$ cat config.mk
export PLATFORM = sky130hd
export DESIGN_NAME = bmf_shared_exp_ctrl_flat
export DESIGN_NICKNAME = d
export VERILOG_FILES = /design/src/rtl/bmf_shared_exp_ctrl_if.sv /design/src/rtl/bmf_shared_exp_ctrl.sv /design/src/flat_wrapper.sv
export SDC_FILE = /design/constraint.sdc
export NUM_CORES = 1
export LEC_CHECK = 0
export BUFFER_PORTS_ARGS = -buffer_cell sky130_fd_sc_hd__clkbuf_2
export CELL_PAD_IN_SITES_DETAIL_PLACEMENT = 1
export CELL_PAD_IN_SITES_GLOBAL_PLACEMENT = 1
export CORE_MARGIN = 8
export CORE_UTILIZATION = 43
export CTS_CLUSTER_SIZE = 12
export DETAILED_ROUTE_END_ITERATION = 10
export HOLD_SLACK_MARGIN = 0.15
export PLACE_DENSITY_LB_ADDON = 0.1
export SYNTH_ARGS = -nofsm -noshare
export SYNTH_HDL_FRONTEND = slang
export SYNTH_SLANG_ARGS = --single-unit
$ cat constraint.sdc
create_clock -name clk -period 3.6 [get_ports clk]
set_input_delay 0.72 -clock clk [delete_from_list [all_inputs] [get_ports clk]]
set_output_delay 0.72 -clock clk [all_outputs]
set_load 0.05 [all_outputs]
$ cat src/rtl/bmf_shared_exp_ctrl_if.sv
`timescale 1ns/1ps
`default_nettype none
// +--------------------------------------------------------------------------+
// | Module   : bmf_shared_exp_ctrl_if                                        |
// | Desc     : Element-in / shared-exponent-out / shift-out handshake bundle |
// | Revision : 1.0 - initial release                                         |
// +--------------------------------------------------------------------------+
interface bmf_shared_exp_ctrl_if #(
  parameter int NEXP   = 8,
  parameter int LENGTH = 16
);
  localparam int CW = $clog2(LENGTH + 1);

  logic            in_valid;
  logic            in_ready;
  logic [NEXP-1:0] in_exp;
  logic            in_last;
  logic            out_valid;
  logic            out_ready;
  logic [NEXP-1:0] out_max;
  logic [CW-1:0]   out_count;
  logic            sh_valid;
  logic            sh_ready;
  logic [NEXP-1:0] sh_amt;

  modport master (
    output in_valid, in_exp, in_last, out_ready, sh_ready,
    input  in_ready, out_valid, out_max, out_count, sh_valid, sh_amt
  );

  modport slave (
    input  in_valid, in_exp, in_last, out_ready, sh_ready,
    output in_ready, out_valid, out_max, out_count, sh_valid, sh_amt
  );
endinterface
`default_nettype wire

$ cat src/rtl/bmf_shared_exp_ctrl.sv
`timescale 1ns/1ps
`default_nettype none
// +--------------------------------------------------------------------------+
// | Module   : bmf_shared_exp_ctrl                                           |
// | Desc     : Groups element exponents into blocks and emits the block max; |
// |            BMF_EXP_BUFFER_EN adds per-element shift-amount drain.        |
// | Revision : 1.0 - initial release                                         |
// +--------------------------------------------------------------------------+
module bmf_shared_exp_ctrl #(
  parameter int NEXP   = 8,
  parameter int LENGTH = 16
) (
  input  wire logic             clk,
  input  wire logic             rst_n,
  bmf_shared_exp_ctrl_if.slave  bus
);
  localparam int CW = $clog2(LENGTH + 1);
  localparam int IW = $clog2(LENGTH);

  localparam logic [1:0] ST_ACC   = 2'd0;
  localparam logic [1:0] ST_OUT   = 2'd1;
`ifdef BMF_EXP_BUFFER_EN
  localparam logic [1:0] ST_DRAIN = 2'd2;
`endif

  logic [1:0]      r_state;
  logic [CW-1:0]   r_count;
  logic [NEXP-1:0] r_max;
  logic [CW-1:0]   r_out_count;
  logic [NEXP-1:0] r_out_max;

  logic            w_accept;
  logic            w_close;
  logic [CW-1:0]   w_new_count;
  logic [NEXP-1:0] w_new_max;

  assign w_accept    = bus.in_valid && (r_state == ST_ACC);
  assign w_new_count = r_count + CW'(1);
  // First element of a block loads unconditionally so a cleared max never masks it.
  assign w_new_max   = ((r_count == '0) || (bus.in_exp > r_max)) ? bus.in_exp : r_max;
  assign w_close     = w_accept && (bus.in_last || (w_new_count == CW'(LENGTH)));

`ifdef BMF_EXP_BUFFER_EN
  logic [CW-1:0]   r_rd_idx;
  logic [NEXP-1:0] r_buf [LENGTH];

  always_ff @(posedge clk) begin
    if (w_accept) begin
      r_buf[r_count[IW-1:0]] <= bus.in_exp;
    end
  end
`endif

  always_ff @(posedge clk or negedge rst_n) begin
    if (!rst_n) begin
      r_state     <= ST_ACC;
      r_count     <= '0;
      r_max       <= '0;
      r_out_count <= '0;
      r_out_max   <= '0;
`ifdef BMF_EXP_BUFFER_EN
      r_rd_idx    <= '0;
`endif
    end else begin
      case (r_state)
        ST_ACC: begin
          if (w_close) begin
            r_state     <= ST_OUT;
            r_out_max   <= w_new_max;
            r_out_count <= w_new_count;
            r_count     <= '0;
            r_max       <= '0;
          end else if (w_accept) begin
            r_count <= w_new_count;
            r_max   <= w_new_max;
          end
        end
        ST_OUT: begin
          if (bus.out_ready) begin
`ifdef BMF_EXP_BUFFER_EN
            r_state  <= ST_DRAIN;
            r_rd_idx <= '0;
`else
            r_state  <= ST_ACC;
`endif
          end
        end
`ifdef BMF_EXP_BUFFER_EN
        ST_DRAIN: begin
          if (bus.sh_ready) begin
            if (r_rd_idx == (r_out_count - CW'(1))) begin
              r_state  <= ST_ACC;
              r_rd_idx <= '0;
            end else begin
              r_rd_idx <= r_rd_idx + CW'(1);
            end
          end
        end
`endif
        default: r_state <= ST_ACC;
      endcase
    end
  end

  assign bus.in_ready  = (r_state == ST_ACC);
  assign bus.out_valid = (r_state == ST_OUT);
  assign bus.out_max   = r_out_max;
  assign bus.out_count = r_out_count;

`ifdef BMF_EXP_BUFFER_EN
  // Held block max is >= every stored element, so the difference never wraps.
  assign bus.sh_valid = (r_state == ST_DRAIN);
  assign bus.sh_amt   = (r_state == ST_DRAIN) ? (r_out_max - r_buf[r_rd_idx[IW-1:0]]) : '0;
`else
  logic w_unused_sh_ready;
  assign w_unused_sh_ready = bus.sh_ready;
  assign bus.sh_valid      = 1'b0;
  assign bus.sh_amt        = '0;
`endif

endmodule
`default_nettype wire

$ cat src/flat_wrapper.sv
// flat-port wrapper written by rule: the top's interface ports become plain ports
module bmf_shared_exp_ctrl_flat 
#(
  parameter int NEXP   = 8,
  parameter int LENGTH = 16
)
  (clk, rst_n, bus_in_valid, bus_in_exp, bus_in_last, bus_out_ready, bus_sh_ready, bus_in_ready, bus_out_valid, bus_out_max, bus_out_count, bus_sh_valid, bus_sh_amt);
  bmf_shared_exp_ctrl_if #(.NEXP(NEXP), .LENGTH(LENGTH)) bus_i ();
  input  wire logic clk;
  input  wire logic rst_n;
  input wire logic [$bits(bus_i.in_valid)-1:0] bus_in_valid;
  input wire logic [$bits(bus_i.in_exp)-1:0] bus_in_exp;
  input wire logic [$bits(bus_i.in_last)-1:0] bus_in_last;
  input wire logic [$bits(bus_i.out_ready)-1:0] bus_out_ready;
  input wire logic [$bits(bus_i.sh_ready)-1:0] bus_sh_ready;
  output wire logic [$bits(bus_i.in_ready)-1:0] bus_in_ready;
  output wire logic [$bits(bus_i.out_valid)-1:0] bus_out_valid;
  output wire logic [$bits(bus_i.out_max)-1:0] bus_out_max;
  output wire logic [$bits(bus_i.out_count)-1:0] bus_out_count;
  output wire logic [$bits(bus_i.sh_valid)-1:0] bus_sh_valid;
  output wire logic [$bits(bus_i.sh_amt)-1:0] bus_sh_amt;
  assign bus_i.in_valid = bus_in_valid;
  assign bus_i.in_exp = bus_in_exp;
  assign bus_i.in_last = bus_in_last;
  assign bus_i.out_ready = bus_out_ready;
  assign bus_i.sh_ready = bus_sh_ready;
  assign bus_in_ready = bus_i.in_ready;
  assign bus_out_valid = bus_i.out_valid;
  assign bus_out_max = bus_i.out_max;
  assign bus_out_count = bus_i.out_count;
  assign bus_sh_valid = bus_i.sh_valid;
  assign bus_sh_amt = bus_i.sh_amt;
  bmf_shared_exp_ctrl #(.NEXP(NEXP), .LENGTH(LENGTH)) u_core (.clk(clk), .rst_n(rst_n), .bus(bus_i));
endmodule
### Word-level counts from Yosys, hierarchy flattened

Index checks and enable logic that the tools add are counted.

| operators by class | value |
|---|---|
| multiplexer cells | 8 |
| divide/modulo/power cells | 0 |
| multiply operators | 0 |
| $add $sub $neg | 1 |
| magnitude comparators | 1 |
| shift operators | 0 |
| reduce and logical (&&, ||, !) cells | 10 |
| bitwise gates (word level) | 0 |
| equal/unequal tests | 4 |

Operator list:

| operator | number |
|---|---|
| $mux 8 | 3 |
| $mux 5 | 2 |
| $gt 8x8->1 | 1 |
| $reduce_and 2->1 | 3 |
| $add 5x1->5 const B | 1 |
| $eq 5x5->1 const B | 1 |
| $logic_not 5->1 | 1 |
| $mux 2 | 2 |
| $pmux 2 s2 | 1 |
| $eq 2x1->1 const B | 1 |
| $logic_and 1x1->1 | 2 |
| $logic_not 2->1 | 1 |
| $logic_or 1x1->1 | 2 |
| $ne 2x1->1 const B | 1 |
| $ne 2x2->1 const B | 1 |
| $reduce_bool 2->1 | 1 |

| storage, ports and cells | value |
|---|---|
| flip-flop bits (word level) | 28 |
| word-level logic and storage cells | 29 |
| bits of input ports | 14 |
| bits in read-only memories | 0 |
| memories | 0 |
| memory bits (writable) | 0 |
| bits in latches | 0 |

### Longest topological paths before layout

| logic depth | value |
|---|---|
| depth after elaboration | 6 |
| mapped depth | 10 |
| mapped depth without buffers | 8 |

### Worst setup path before layout

OpenSTA, ideal clock, no wires.

| timing path | value |
|---|---|
| path type | input -> register |
| start | input bus_in_exp[5] |
| end | register u_core.r_max[0] |
| arrival time | 2.250 ns |
| path buffers | 2 |
| path slack | 1.229 ns |
| required time | 3.479 ns |
| stages | 9 |
| path through | ha_1 -> a211oi_2 -> nor2_1 -> nor4bb_1 -> o21ai_1 -> buf_6 -> nor2b_4 -> buf_6 -> a22o_1 |

| on the way | value |
|---|---|
| longest elaborated chain between the ends | 5 |

RTL lines:

| item | line | source |
|---|---|---|
| start, declared | flat_wrapper.sv:12 | `input wire logic [$bits(bus_i.in_exp)-1:0] bus_in_exp;` |
| $gt 8x8->1 | bmf_shared_exp_ctrl.sv:40 | `assign w_new_max = ((r_count == '0) \|\| (bus.in_exp > r_max)) ? bus.in_exp : r_max;` |
| $logic_or 1x1->1 | bmf_shared_exp_ctrl.sv:40 |  |
| $mux 8 | bmf_shared_exp_ctrl.sv:40 |  |
| $mux 8 | bmf_shared_exp_ctrl.sv:73 | `end else if (w_accept) begin` |
| $mux 8 | bmf_shared_exp_ctrl.sv:67 | `if (w_close) begin` |
| end signal, assigned | bmf_shared_exp_ctrl.sv:75 | `r_max <= w_new_max;` |
| end, declared | bmf_shared_exp_ctrl.sv:28 | `logic [NEXP-1:0] r_max;` |

Every way passes these cells. The select of a mux whose other input is x is not followed.
A chain may end at the register's enable or synchronous reset.

### Final worst setup path

Same ends and word-level chain as after synthesis.

==> metrics.cfg <==
[place]
gp_congestion=0.7851
dp.cells=227
hpwl_um=2785
io_buffers=27

[power]
ir_drop_mv=0.4431
p_per_area_nw_per_um2=817.6
p_leak_nw=0.8413

[timing]
hold_slack_ns=0.3960
period_share_pct=64.60
hold_violations=0
clock_skew_ns=0.01154
setup_violations=0
setup_tns_ns=0
min_period_ns=2.326
tightest_slew_ns=0.6818
maxSlewViolCount=0
max_slew_margin_pct=54.55
max_freq_mhz=430.0
rsz0062_at_grt=no

[logic_synthesis]
synthArstFlopShare_pct=100.0
yosysTopAreaCellShare_pct=43.27
synth_largest_area_cell=dfrtp_1
yosysMostFrequentCell=dfrtp_1
synth-warning-count=0
synth_area_um2=1561
synth_commonest_cells=dfrtp_1, nor2_1, inv_1
synthFlopType=dfrtp_1
synth_cell_types=37
yosysSeqAreaShare_pct=43.27
syn-instance-count=154
synth_edf_count=0
syn_avg_cell_area_um2=10.14
ys_ff_latch=27
ys_top_cells_by_area=dfrtp_1, ha_1, mux2i_1

[final_layout]
antenna_cells=0
stdcell_count=231
syn_to_final_growth_pct=11.14
fin_nets=209
drive_above_1_share_pct=22.95

[global_route]
grt_usage_pct=12.41
grt_pass1_vias=1259
grt_pass1_wl_um=6037
antenna_found_initial=0
grt_max_degree=28
grt_overflow=0

[clocking]
clk_latency_ns=0.33
postCtsSetupBuffers=0
cts_hold_buffers=0
tritoncts=done
postCtsResizedCells=0
cts_made_buffers=3
cts.path.max_buffers=2
cts_sinks=27
clk_pin_slew_ns=0.16
htreeDepth=1
clock-root-buffer=clkbuf_4

[setup_path]
crit_start=bus_in_exp[5]
crit_type=input port to flop
path_cells=clkbuf_2 -> ha_1 -> and4_2 -> nand4_1 -> o31ai_1 -> o21ai_1 -> buf_4 -> nor2b_4 -> a22o_1
crit_fanout=8
crit_required_ns=3.87
critPathBufInv=2
r2r-start=u_core.r_count[0]
worst_path_max_delay_cell=o21ai_1
max_stage_delay_ns=0.36
cp-end-kind=flop
critPathLaunchType=input port
critical-path-top-delay-family=simple AND/OR/NAND/NOR gates
worstPathArrival_ns=2.60

[drt]
viasPerCell=5.165
postRouteAntennaNets=0
wl_per_cell_um=15.34
drt_iter0_markers=44
drc=0
drt_pre_antenna_iters=4
wl_um=3543
num_vias=1193

[run_status]
outcome=finished clean

[min_path]
hp-class=input port to async pin

[floorplan]
die-height_um=76.26
die_x_um=76.26
core_area_um2=3578
dieArea_um2=5816
io_pins=38
rows=22
initial_core_util_pct=43.64

[flow_run]
cap_viol_max_count=0

## area by class of cell
cell class / instances / area [um^2]
clock buffer: 4 / 26.28
multi-input combinational: 109 / 767.0
tap: 48 / 60.06
fill: 450 / 1843
sequential: 27 / 675.6
inverter: 13 / 48.80
timing repair buffer: 30 / 157.7
## metrics by stage
stage          instance area [um^2]  worst slack [ns]  power (mW)  util, %
2_1_floorplan                  1592             1.229       1.120        -
3_3_place_gp                   1709            0.9420       1.274    47.76
3_5_place_dp                   1709            0.8896       1.302    47.76
4_1_cts                        1735             1.241       1.437    48.50
5_1_grt                        1735             1.008       1.527    48.50
6_report                       1735             1.274       1.419    48.50
## sequential cells by signal (all words and copies together), names as in the netlist
signal / flops
u_core.bus.out_count: 5
u_core.r_count: 5
u_core.r_state: 1
u_core.bus.out_max: 8
u_core.r_max: 8
## path summary, 6_finish.rpt
path	depth (start not counted)	to	slack, ns
hold reg to reg	1	u_core.bus.out_count[0]	0.51
setup / recovery	9	u_core.r_max[0]	1.27
hold / removal	1	u_core.bus.out_count[2]	0.40
setup reg to reg	8	u_core.bus.out_count[4]	1.32
max in group asynchronous	1	u_core.bus.out_max[2]	2.77
min in group clk	1	u_core.bus.out_count[0]	0.51
## cell families after synthesis
logic type               share of synthesized area [%]
AO/OA/AOI/OAI                                    18.51
adder cells (fa/ha/maj)                          8.814
buffers and inverters                            9.535
flip-flops                                       43.27
multiplexers                                     6.571
other                                           0.2402
AND/OR/NAND/NOR                                  13.06
## where the power goes
part | leakage (nW) | total, mW | internal (mW) | switching (mW)
clock | 0.0150 | 0.137 | 0.0434 | 0.0935
combinational | 0.495 | 0.776 | 0.260 | 0.516
sequential | 0.331 | 0.506 | 0.416 | 0.0898
## layer usage
| metal | vias to the layer above | global-route usage [%] | part of all wire, % |
|---|---|---|---|
| met5 | - | 0 | 0 |
| met4 | 0 | 2.885 | 0.93 |
| met3 | 4 | 3.538 | 5.1 |
| met2 | 25 | 20.31 | 47 |
| met1 | 584 | 15.69 | 47 |
| li1 | 580 | - | - |
## cell usage in the layout, fill, tap and decap left out, types with 2 or more instances in the layout
master,n
ha_1,11
mux2_1,2
clkbuf_2,27
buf_4,3
inv_1,13
a2bb2oi_1,2
mux2i_1,8
clkbuf_4,3
nand2b_1,3
conb_1,9
dfrtp_1,27
nand3_1,3
o21ai_0,6
a22o_1,8
nor2_1,15
and2_1,2
a21oi_1,9
o22ai_1,2
nor2b_1,2
a31oi_1,4
nand2_1,7
(Power assumes the default switching activity.)
